**src/rtl/tx_lane_scrambler.sv**
```systemverilog
// tx_lane_scrambler: per-lane PCIe Gen1/Gen2 scrambler between the lane striper and 8b/10b encoders.
// Revision: 1.0
`default_nettype none

module tx_lane_scrambler #(
  parameter int NUM_LANES  = 4,
  parameter int DATA_WIDTH = 8
) (
  input  logic                                  clk_i,
  input  logic                                  rst_ni,
  input  logic [NUM_LANES-1:0][DATA_WIDTH-1:0]  lane_data_i,
  input  logic [NUM_LANES-1:0]                  lane_data_valid_i,
  input  logic [NUM_LANES-1:0]                  lane_is_k_i,
  input  logic                                  stripe_tx_go_i,
  output logic                                  stripe_ready_o,
  input  logic                                  scramble_disable_i,
  output logic [NUM_LANES-1:0][DATA_WIDTH-1:0]  scr_data_o,
  output logic [NUM_LANES-1:0]                  scr_is_k_o,
  output logic [NUM_LANES-1:0]                  scr_valid_o,
  input  logic                                  enc_ready_i
);

  localparam logic [7:0]  c_com       = 8'hBC;
  localparam logic [7:0]  c_skp       = 8'h1C;
  localparam logic [15:0] c_lfsr_seed = 16'hFFFF;
  localparam logic [15:0] c_lfsr_taps = 16'h0039;

  if (DATA_WIDTH != 8) begin : g_width_check
    $error("tx_lane_scrambler supports DATA_WIDTH == 8 only");
  end

  // Eight Galois steps of X^16+X^5+X^4+X^3+1; returns {key[7:0], next_state[15:0]}.
  function automatic logic [23:0] lfsr_step8(input logic [15:0] state);
    logic [15:0] s;
    logic [7:0]  k;
    s = state;
    k = '0;
    for (int i = 0; i < 8; i++) begin
      k[i] = s[15];
      s    = s[15] ? ({s[14:0], 1'b0} ^ c_lfsr_taps) : {s[14:0], 1'b0};
    end
    return {k, s};
  endfunction

  logic                                 w_full;
  logic                                 w_accept;
  logic                                 w_drain;
  logic [NUM_LANES-1:0][DATA_WIDTH-1:0] data_d;

  logic [NUM_LANES-1:0][DATA_WIDTH-1:0] scr_data_q;
  logic [NUM_LANES-1:0]                 scr_is_k_q;
  logic [NUM_LANES-1:0]                 scr_valid_q;

  assign w_full         = |scr_valid_q;
  assign stripe_ready_o = !w_full || enc_ready_i;
  assign w_accept       = stripe_tx_go_i && stripe_ready_o;
  assign w_drain        = w_full && enc_ready_i;

  for (genvar l = 0; l < NUM_LANES; l++) begin : g_lane
    logic [15:0] lfsr_q;
    logic [15:0] lfsr_d;
    logic [23:0] w_step;
    logic [7:0]  w_sym;

    assign w_step = lfsr_step8(lfsr_q);

    always_comb begin
      lfsr_d = lfsr_q;
      w_sym  = '0;
      if (lane_data_valid_i[l]) begin
        if (lane_is_k_i[l]) begin
          w_sym = lane_data_i[l];
          if (lane_data_i[l] == c_com) begin
            lfsr_d = c_lfsr_seed;
          end else if (lane_data_i[l] != c_skp) begin
            lfsr_d = w_step[15:0];
          end
        end else begin
          // Bypass still consumes a key so the far-end descrambler stays aligned.
          w_sym  = scramble_disable_i ? lane_data_i[l] : (lane_data_i[l] ^ w_step[23:16]);
          lfsr_d = w_step[15:0];
        end
      end
    end

    always_ff @(posedge clk_i or negedge rst_ni) begin
      if (!rst_ni) begin
        lfsr_q <= c_lfsr_seed;
      end else if (w_accept) begin
        lfsr_q <= lfsr_d;
      end
    end

    assign data_d[l] = w_sym;
  end

  // Simultaneous drain and accept simply overwrites, giving one lane-set per cycle.
  always_ff @(posedge clk_i or negedge rst_ni) begin
    if (!rst_ni) begin
      scr_data_q  <= '0;
      scr_is_k_q  <= '0;
      scr_valid_q <= '0;
    end else if (w_accept) begin
      scr_data_q  <= data_d;
      scr_is_k_q  <= lane_is_k_i;
      scr_valid_q <= lane_data_valid_i;
    end else if (w_drain) begin
      scr_valid_q <= '0;
    end
  end

  assign scr_data_o  = scr_data_q;
  assign scr_is_k_o  = scr_is_k_q;
  assign scr_valid_o = scr_valid_q;

endmodule

`default_nettype wire

```
**config.mk**
```make
export PLATFORM = sky130hd
export DESIGN_NAME = tx_lane_scrambler
export DESIGN_NICKNAME = d
export VERILOG_FILES = /design/src/rtl/tx_lane_scrambler.sv
export SDC_FILE = /design/constraint.sdc
export NUM_CORES = 1
export LEC_CHECK = 0
export CORE_MARGIN = 2
export CORE_UTILIZATION = 59
export CTS_CLUSTER_DIAMETER = 60
export CTS_CLUSTER_SIZE = 16
export DETAILED_ROUTE_END_ITERATION = 8
export GPL_ROUTABILITY_DRIVEN = 0
export HOLD_SLACK_MARGIN = 0.12
export PLACE_DENSITY_LB_ADDON = 0.15
export SYNTH_ARGS = -nofsm -noshare
export SYNTH_HDL_FRONTEND = slang
export SYNTH_SLANG_ARGS = --single-unit
```
**constraint.sdc**
```tcl
create_clock -name clk_i -period 5.5 [get_ports clk_i]
set_clock_uncertainty 0.2 [all_clocks]
set_input_delay 0.825 -clock clk_i [delete_from_list [all_inputs] [get_ports clk_i]]
set_output_delay 0.825 -clock clk_i [all_outputs]
set_load 0.05 [all_outputs]
```
; ---- Yosys cells after proc, flatten, opt, wreduce, memory -nomap -nowiden
; Cells that the tools add are included.
[totals]
regBits = 104
inputBits = 45
elab_cells = 126
[op_classes]
eq_ne = 12
muxes = 58
bitwise = 36
n_reduce_logical = 10
[op_table]
columns = cell, count
row1 = 2-to-1 mux 16 bit, 12
row2 = 2-to-1 mux 6 bit, 32
row3 = inverter 4 bit, 32
row4 = 2-to-1 mux 8 bit, 12
row5 = "== test 8 bit, second input constant", 4
row6 = "!= test 8 x 5 -> 1 bit, second input constant", 4
row7 = XOR 8 bit, 4
row8 = "!= test 3 x 1 -> 1 bit, second input constant", 4
row9 = AND reduction 3 bit, 4
row10 = 2-to-1 mux 4 bit, 2
row11 = OR reduction 4 bit, 1
row12 = logical AND 1 bit, 2
row13 = nonzero test 2 bit, 1
row14 = zero test 1 bit, 1
row15 = logical OR 1 bit, 1

; ---- Longest topological paths before layout
; Gate-level depths: netlist of the first run.
[depth]
depth_word = 19
depth_mapped = 7

; ---- Worst setup path before layout of the first run
; No wires, ideal clock.
[synth_timing]
path_type = input to register
start = input port lane_is_k_i[0]
end = register g_lane[0].lfsr_q[15]
setup_time_ns = 0.085
arrival_ns = 2.177
t_required_ns = 5.215
setup_slack_ns = 3.038
path_stages = 6
n_path_buf = 2
cell_sequence = buf_2 > and4b_1 > nand3_1 > o311ai_4 > buf_6 > mux2_1
[synth_between]
elab_chain_cells = 2
word_cells_on_any_way = 3
[synth_lines]
columns = item, line_no
row1 = "start, declared", 13  ; input logic [NUM_LANES-1:0] lane_is_k_i,
row2 = != test 3 x 1 -> 1 bit (no line), n/a
row3 = AND reduction 3 bit (no line), n/a
row4 = "end signal, assigned", 88  ; lfsr_q <= c_lfsr_seed;
row5 = "end signal, assigned", 90  ; lfsr_q <= lfsr_d;
row6 = "end, declared", 60  ; logic [15:0] lfsr_q;
; Parallel ways exist; a longest one is shown, timed or not.
; A chain may end at the register's enable or synchronous reset.

; ---- Worst setup path after layout of the first run
[layout_timing]
start = input port enc_ready_i
end = output port stripe_ready_o
[layout_between]
elab_chain_cells = 1
[layout_lines]
columns = item, line_no
row1 = "start, declared", 20  ; input logic enc_ready_i
row2 = logical OR 1 bit, 55  ; assign stripe_ready_o = !w_full || enc_ready_i;
row3 = "end, declared", 15  ; output logic stripe_ready_o,
; Every way passes these cells.

==> summary.md, run 1 <==
| Metric | Value |
|---|---|
| Drt wl/cell | 16.0 um |
| Initial antenna violation count | 0 |
| CTS tree | built |
| R2R Path Start | scr_valid_o[1] |
| DR vias | 4,088 |
| Hold Crit Depth | 2 |
| Leading area contributor after synthesis | dfstp_2 |
| Total iterations of the first detailed-routing run | 4 |
| CP max stage cell | clkdlybuf4s50_1 |
| Hold Path End | scr_data_o[21] |
| Area of the die | 10,700 um^2 |
| Post-CTS Resized | 0 |
| Critical path data required time | 4.47 ns |
| CP Cell Sequence | clkdlybuf4s50_1 > or2_2 > clkdlybuf4s50_1 |
| Clock transition at the registers of the reported paths | 0.09 ns |
| DRC | 0 |
| Detailed Route WL | 12,100 um |
| Synthesized net count | 597 |
| Register bit total from synthesis | 104 |
| Max-Cap Viols | 0 |
| Worst Tran Pin Value | 0.934 ns |
| Post-synth top area share | 28.8% |
| Vias per cell | 5.38 |
| Total grt overflow | 0 |
| Worst Setup End Kind | output pin |
| Fin. max-slew vios | 0 |
| Clk root buf | clkbuf_8 |
| Post-layout util | 71.4% |
| Core area | 9680 um^2 |
| Tmin final | 3.42 ns |
| Max transition margin | 37.7% |
| CP bufs+invs | 2 |
| Netlist cell types | 30 |
| Critical path peak fanout | 7 |
| Leak | 2.96 nW |
| Power per cell area | 569 nW/um^2 |
| Critical path type | in -> out |
| Post-synthesis sequential area ratio | 46.0% |
| Crit Reg-Reg Endpoint | g_lane[3].lfsr_q[5] |
| Crit path max-delay family | buffers and inverters |
| Fill count | 739 |
| Mapped Area | 5830 um^2 |
| Most frequent cell after synthesis | nand2_1 |
| I/O Pins | 86 |
| Reg2reg setup slack | 2.75 ns |
| Final TNS setup | 0 ns |
| Post-DRT Antenna Nets | 0 |
| Pin count of the biggest net entering global routing | 75 |
| Cells after Synth | 552 |
| Port Buf Inserts | 85 |
| Number of global-route vias before repair | 4,185 |
| Worst Reg-to-Reg Cells | 4 |
| Final Hold Viols | 0 |
| Drt initial violations | 124 |
| P&R area growth vs syn | 18.5% |
| Fmax | 292 MHz |
| CP startpoint kind | primary input |
| Num CTS Buffers | 9 |
| Tcrit/Tclk final | 62.3% |
| Worst hold path type | reg -> reg |
| Hold Startpoint | scr_data_o[21] |
| Number of synthesized flops with an enable pin | 0 |
| Max VDD drop | 0.303 mV |
| Final setup violation count | 0 |
| Power, Total | 3.93 mW |
| Slowest stage delay, CP | 0.71 ns |
| Total track usage | 24.2% |
| Ys Warns | 0 |
| Setup bufs post-CTS | 0 |
| CTS max path bufs | 2 |
| Worst Path Arrival | 2.40 ns |
| Worst skew pair latency | 0.37 ns |
| Layout Nets | 667 |
| Die height | 103 um |
| Post-DP HPWL | 8510 um |
| # diodes | 0 |
| Synth top area cells | dfstp_2 (29%), dfrtp_1 (17%), xnor2_1 (9.6%) |
| Commonest cells post-synth | nand2_1 (122), dfstp_2 (64), xnor2_1 (64), xor2_1 (49) |
| Layout cells sized above 1 | 18.3% |
| RSZ-0062 raised after global routing | false |
| # H-tree levels | 3 |
| Prevailing post-synth register cell | dfstp_2 |
| Post-synth ARST share | 100% |
| Synthesized area per cell | 10.6 um^2 |
| Starting Density | 60.2% |
| Clk sink count | 104 |
| Worst hold slack | 0.272 ns |
| Hold-fix buffers, CTS | 0 |
| Cell row count | 36 |
| First-pass GRT wire length | 20,100 um |
| Status | finished clean |
| Die X-Extent | 103 um |
| Most used cell, CP | clkdlybuf4s50_1 |
final cells by class:
cell class	instances	area, um^2	share of cell area, %
repair buffers	89	878	12.7
well taps	133	166	2.41
multi-input cells	414	2980	43.1
clock buffers	13	149	2.15
clock inverters	3	41.3	0.597
inverters	4	15.0	0.217
flip-flops and latches	104	2680	38.8
through the flow:
stage / area, um^2 / worst slack [ns] / std cells
after global routing: 6910 / 2.02 / 760
after global placement: 6720 / 2.11 / 744
final: 6910 / 2.08 / 760
after CTS: 6910 / 2.08 / 760
after floorplan: 5830 / 3.04 / 552
after detailed placement: 6720 / 2.08 / 744
registers in the layout, summed over array words and instances (netlist names):
name / count
g_lane.lfsr_q: 64
scr_data_o: 32
scr_is_k_o: 4
scr_valid_o: 4
metal layers:
| metal | part of all wire (%) | up-vias | global-route usage [%] | routed length [um] |
|---|---|---|---|---|
| met2 | 49 | 86 | 40.4 | 6000 |
| met3 | 3.9 | 23 | 3.43 | 469 |
| met4 | 2.0 | 0 | 9.62 | 245 |
| li1 | - | 1949 | - | - |
| met1 | 45 | 2030 | 32.0 | 5420 |
| met5 | 0 | - | 0 | 0 |
layout by cell type (no fill, tap or decap), types with 2 or more instances in the layout:
| cell | Yosys | routed |
|---|---|---|
| dfstp_2 | 64 | 64 |
| inv_1 | 4 | 4 |
| clkdlybuf4s50_1 | 0 | 84 |
| o21ai_0 | 4 | 4 |
| nand2b_1 | 24 | 24 |
| xor2_1 | 49 | 49 |
| clkbuf_8 | 0 | 10 |
| xnor2_1 | 64 | 64 |
| nand3_1 | 34 | 34 |
| nand4_1 | 4 | 4 |
| nand2_1 | 122 | 122 |
| mux2_2 | 24 | 24 |
| mux2_1 | 40 | 40 |
| buf_4 | 4 | 5 |
| clkbuf_1 | 18 | 3 |
| dfrtp_1 | 40 | 40 |
| and4b_1 | 2 | 2 |
| nor3b_1 | 33 | 33 |
| o311ai_4 | 3 | 3 |
worst max-delay path by stage:
stage,from,endpoint,cells past startpoint
3_5_place_dp,enc_ready_i,stripe_ready_o,3
5_1_grt,enc_ready_i,stripe_ready_o,3
3_3_place_gp,enc_ready_i,stripe_ready_o,3
2_1_floorplan,lane_is_k_i[0],g_lane[0].lfsr_q[15],6
4_1_cts,enc_ready_i,stripe_ready_o,3
6_report,enc_ready_i,stripe_ready_o,3
cell families (layout without fill, tap and decap cells):
kind of cell,Yosys count,after routing,synth area share (%)
muxes,64,64,12.4
DFF,104,104,46.0
AOI/OAI and AO/OA,10,10,2.08
buffers and inverters,34,109,3.05
xor gates and xnor gates,113,113,17.0
and+or+nand+nor,227,227,19.6
worst reg2reg max path, stage by stage (launching register included):
cell     delay [ns]
dfrtp_1        0.42
nor4_2         0.38
o21a_2         0.50
o311a_1        0.77
mux2_2         0.41
power breakdown:
part           leakage (nW)  switching (mW)  internal [mW]  total [mW]
logic                  1.67           0.884           1.00        1.88
clock network        0.0979           0.256          0.224       0.480
registers              1.19           0.322           1.25        1.57
No activity file was read; power rests on OpenSTA's default activity.
==> inputs of run 2 (changes only) <==
--- a/config.mk
+++ b/config.mk
@@ -6,7 +6,7 @@
 export NUM_CORES = 1
 export LEC_CHECK = 0
 export CORE_MARGIN = 2
-export CORE_UTILIZATION = 59
+export CORE_UTILIZATION = 50
 export CTS_CLUSTER_DIAMETER = 60
 export CTS_CLUSTER_SIZE = 16
 export DETAILED_ROUTE_END_ITERATION = 8
==> constraint.sdc (replaced) <==
create_clock -name clk_i -period 2.95 [get_ports clk_i]
set_clock_uncertainty 0.2 [all_clocks]
set_input_delay 0.4425 -clock clk_i [delete_from_list [all_inputs] [get_ports clk_i]]
set_output_delay 0.4425 -clock clk_i [all_outputs]
set_load 0.05 [all_outputs]
==> run 2 against run 1 <==
Compared with the run above: utilization down 8.2 points; non-clock buffer count up 19; sequential share of layout area shrank 1.6 points; flip-flop and latch count unchanged; setup slack got worse by 1.7 ns; die area grew 17%; hold slack worse by 0.0050 ns; critical path depth up 1; global-route usage decreased by 3.0 points; register-to-register slack got worse by 2.4 ns; largest cell class unchanged; largest power group unchanged.
==> summary.md, run 2 (synthesized netlist as in run 1, its figures left out) <==
| Metric | Value |
|---|---|
| Total placed cells including tap cells | 772 (+3.8%) |
| Critical path data required time | 3.02 ns (-1.45 ns) |
| Post-CTS Resized | 0 (unchanged) |
| Max reg flops | 64 (unchanged) |
| Worst Path Arrival | 2.69 ns (+0.29 ns) |
| Crit Reg-Reg Endpoint | g_lane[3].lfsr_q[2] |
| Max transition margin | 51.1% (+13 points) |
| First-pass GRT wire length | 21,400 um (+6.7%) |
| Clock transition at the registers of the reported paths | 0.07 ns (-0.02 ns) |
| Post-layout util | 63.1% (-8.2 points) |
| Initial antenna violation count | 0 (unchanged) |
| Number of global-route vias before repair | 4,274 (+2.1%) |
| Worst Tran Pin Value | 0.733 ns (-0.201 ns) |
| Reg2reg setup slack | 0.33 ns (-2.42 ns) |
| CTS max path bufs | 2 (unchanged) |
| Cell row count | 39 (+8.3%) |
| Drt wl/cell | 16.0 um (about the same) |
| Worst hold path type | reg -> reg |
| Port Buf Inserts | 85 (unchanged) |
| Num CTS Buffers | 9 (unchanged) |
| Pin count of the biggest net entering global routing | 68 (-9.3%) |
| Die height | 112 um (+8.3%) |
| CTS tree | built |
| Worst skew pair latency | 0.35 ns (-0.02 ns) |
| DR vias | 4,095 (+0.17%) |
| P&R area growth vs syn | 23.6% |
| Total track usage | 21.2% (-3.0 points) |
| Critical path peak fanout | 16 (+9) |
| I/O Pins | 86 (unchanged) |
| Vias per cell | 5.19 (-3.5%) |
| Drt initial violations | 207 (+67%) |
| Final Hold Viols | 0 (unchanged) |
| Status | finished clean |
| Starting Density | 51.1% (-9.1 points) |
| Fmax | 382 MHz |
| Post-DRT Antenna Nets | 0 (unchanged) |
| R2R Path Start | scr_valid_o[1] |
| Worst Reg-to-Reg Cells | 4 (unchanged) |
| Core area | 11,400 um^2 (+18%) |
| Worst Setup SP | scr_valid_o[1] |
| Critical path destination | g_lane[3].lfsr_q[2] |
| Final setup violation count | 0 (unchanged) |
| # diodes | 0 (unchanged) |
| # H-tree levels | 3 (unchanged) |
| Power per cell area | 1070 nW/um^2 (+88%) |
| Commonest non-fill, non-tap cell in the layout | nand2_1 |
| Hold-fix buffers, CTS | 1 (+1) |
| Fin. max-slew vios | 0 (unchanged) |
| Layout Nets | 686 (+2.8%) |
| Tcrit/Tclk final | 88.6% |
| Most frequent cells in the layout | nand2_1 (122), clkdlybuf4s50_1 (83), xnor2_1 (64), dfstp_2 (64), xor2_1 (49) |
| DRC | 0 (unchanged) |
| Tmin final | 2.62 ns |
| Final TNS setup | 0 ns (unchanged) |
| Final Non-Filler Cells | 789 (+3.8%) |
| CP startpoint kind | register |
| Die X-Extent | 112 um (+8.3%) |
| Fill count | 971 (+31%) |
| Max-Cap Viols | 0 (unchanged) |
| Total iterations of the first detailed-routing run | 4 (unchanged) |
| Layout cells sized above 1 | 20.9% (+2.6 points) |
| Worst Setup End Kind | register |
| Clk sink count | 104 (unchanged) |
| Detailed Route WL | 12,600 um (+3.8%) |
| Total grt overflow | 0 (unchanged) |
| Critical path type | reg -> reg |
| Top reg by flops | g_lane.lfsr_q |
| Setup bufs post-CTS | 0 (unchanged) |
| Max VDD drop | 0.552 mV (+82%) |
| Post-DP HPWL | 8830 um (+3.8%) |
| Leak | 3.11 nW (+5.2%) |
| RSZ-0062 raised after global routing | false |
| Area of the die | 12,500 um^2 (+17%) |
| Clk root buf | clkbuf_16 |
-- run 2: worst min-delay path by stage --
stage | startpoint | to | slack (ns) | depth (start not counted)
finish | scr_data_o[4] | scr_data_o[4] | 0.27 | 2
global route | scr_data_o[29] | scr_data_o[29] | 0.30 | 2
CTS | scr_data_o[10] | scr_data_o[10] | 0.27 | 2
detailed placement | rst_ni | scr_data_o[22] | 0.24 | 1
global placement | rst_ni | scr_data_o[22] | 0.24 | 1
floorplan | rst_ni | scr_data_o[0] | -0.05 | 0
-- run 2: power breakdown --
group,switching [mW],internal (mW)
clock,0.508,0.755
combinational,1.62,1.88
sequential,0.597,2.33
-- run 2: worst max-delay path, cell delays in order, from the launching register on --
cell,delay [ns]
dfrtp_1,0.40
nor4_2,0.45
o21a_2,0.37
o311a_1,0.71
mux2_2,0.41
-- run 2: metrics by stage --
stage                     hold slack [ns]  setup WS [ns]  area (um^2)  total power, mW
after floorplan                   -0.0531          0.670         5830             5.65
after global placement              0.235          0.289         6880             6.35
after detailed placement            0.242          0.249         6880             6.47
after CTS                           0.272          0.317         7210             7.79
after global routing                0.299          0.191         7210             8.27
final                               0.267          0.335         7210             7.69
-- run 2: final cells by class --
type                            instances  area, um^2  area share [%]
Multi-Input combinational cell        414        2980            41.3
Sequential cell                       104        2680            37.2
Timing Repair Buffer                  108        1030            14.3
Clock buffer                           14         285            3.96
Tap cell                              143         179            2.48
Clock inverter                          2        35.0           0.486
Inverter                                4        15.0           0.208
-- run 2: metal layers --
metal,up-vias,routed length [um],GRT usage (%)
met5,-,0,0
met4,0,157,6.42
met3,12,382,3.62
met2,71,6200,35.9
met1,2017,5850,28.3
li1,1995,-,-
==> inputs of run 3 (changes only) <==
--- a/config.mk
+++ b/config.mk
@@ -13,6 +13,7 @@
 export GPL_ROUTABILITY_DRIVEN = 0
 export HOLD_SLACK_MARGIN = 0.12
 export PLACE_DENSITY_LB_ADDON = 0.15
+export SLEW_MARGIN = 20
 export SYNTH_ARGS = -nofsm -noshare
 export SYNTH_HDL_FRONTEND = slang
 export SYNTH_SLANG_ARGS = --single-unit
==> results of run 3 <==
The final DEF is identical to that of run 2; final timing and power are the same.
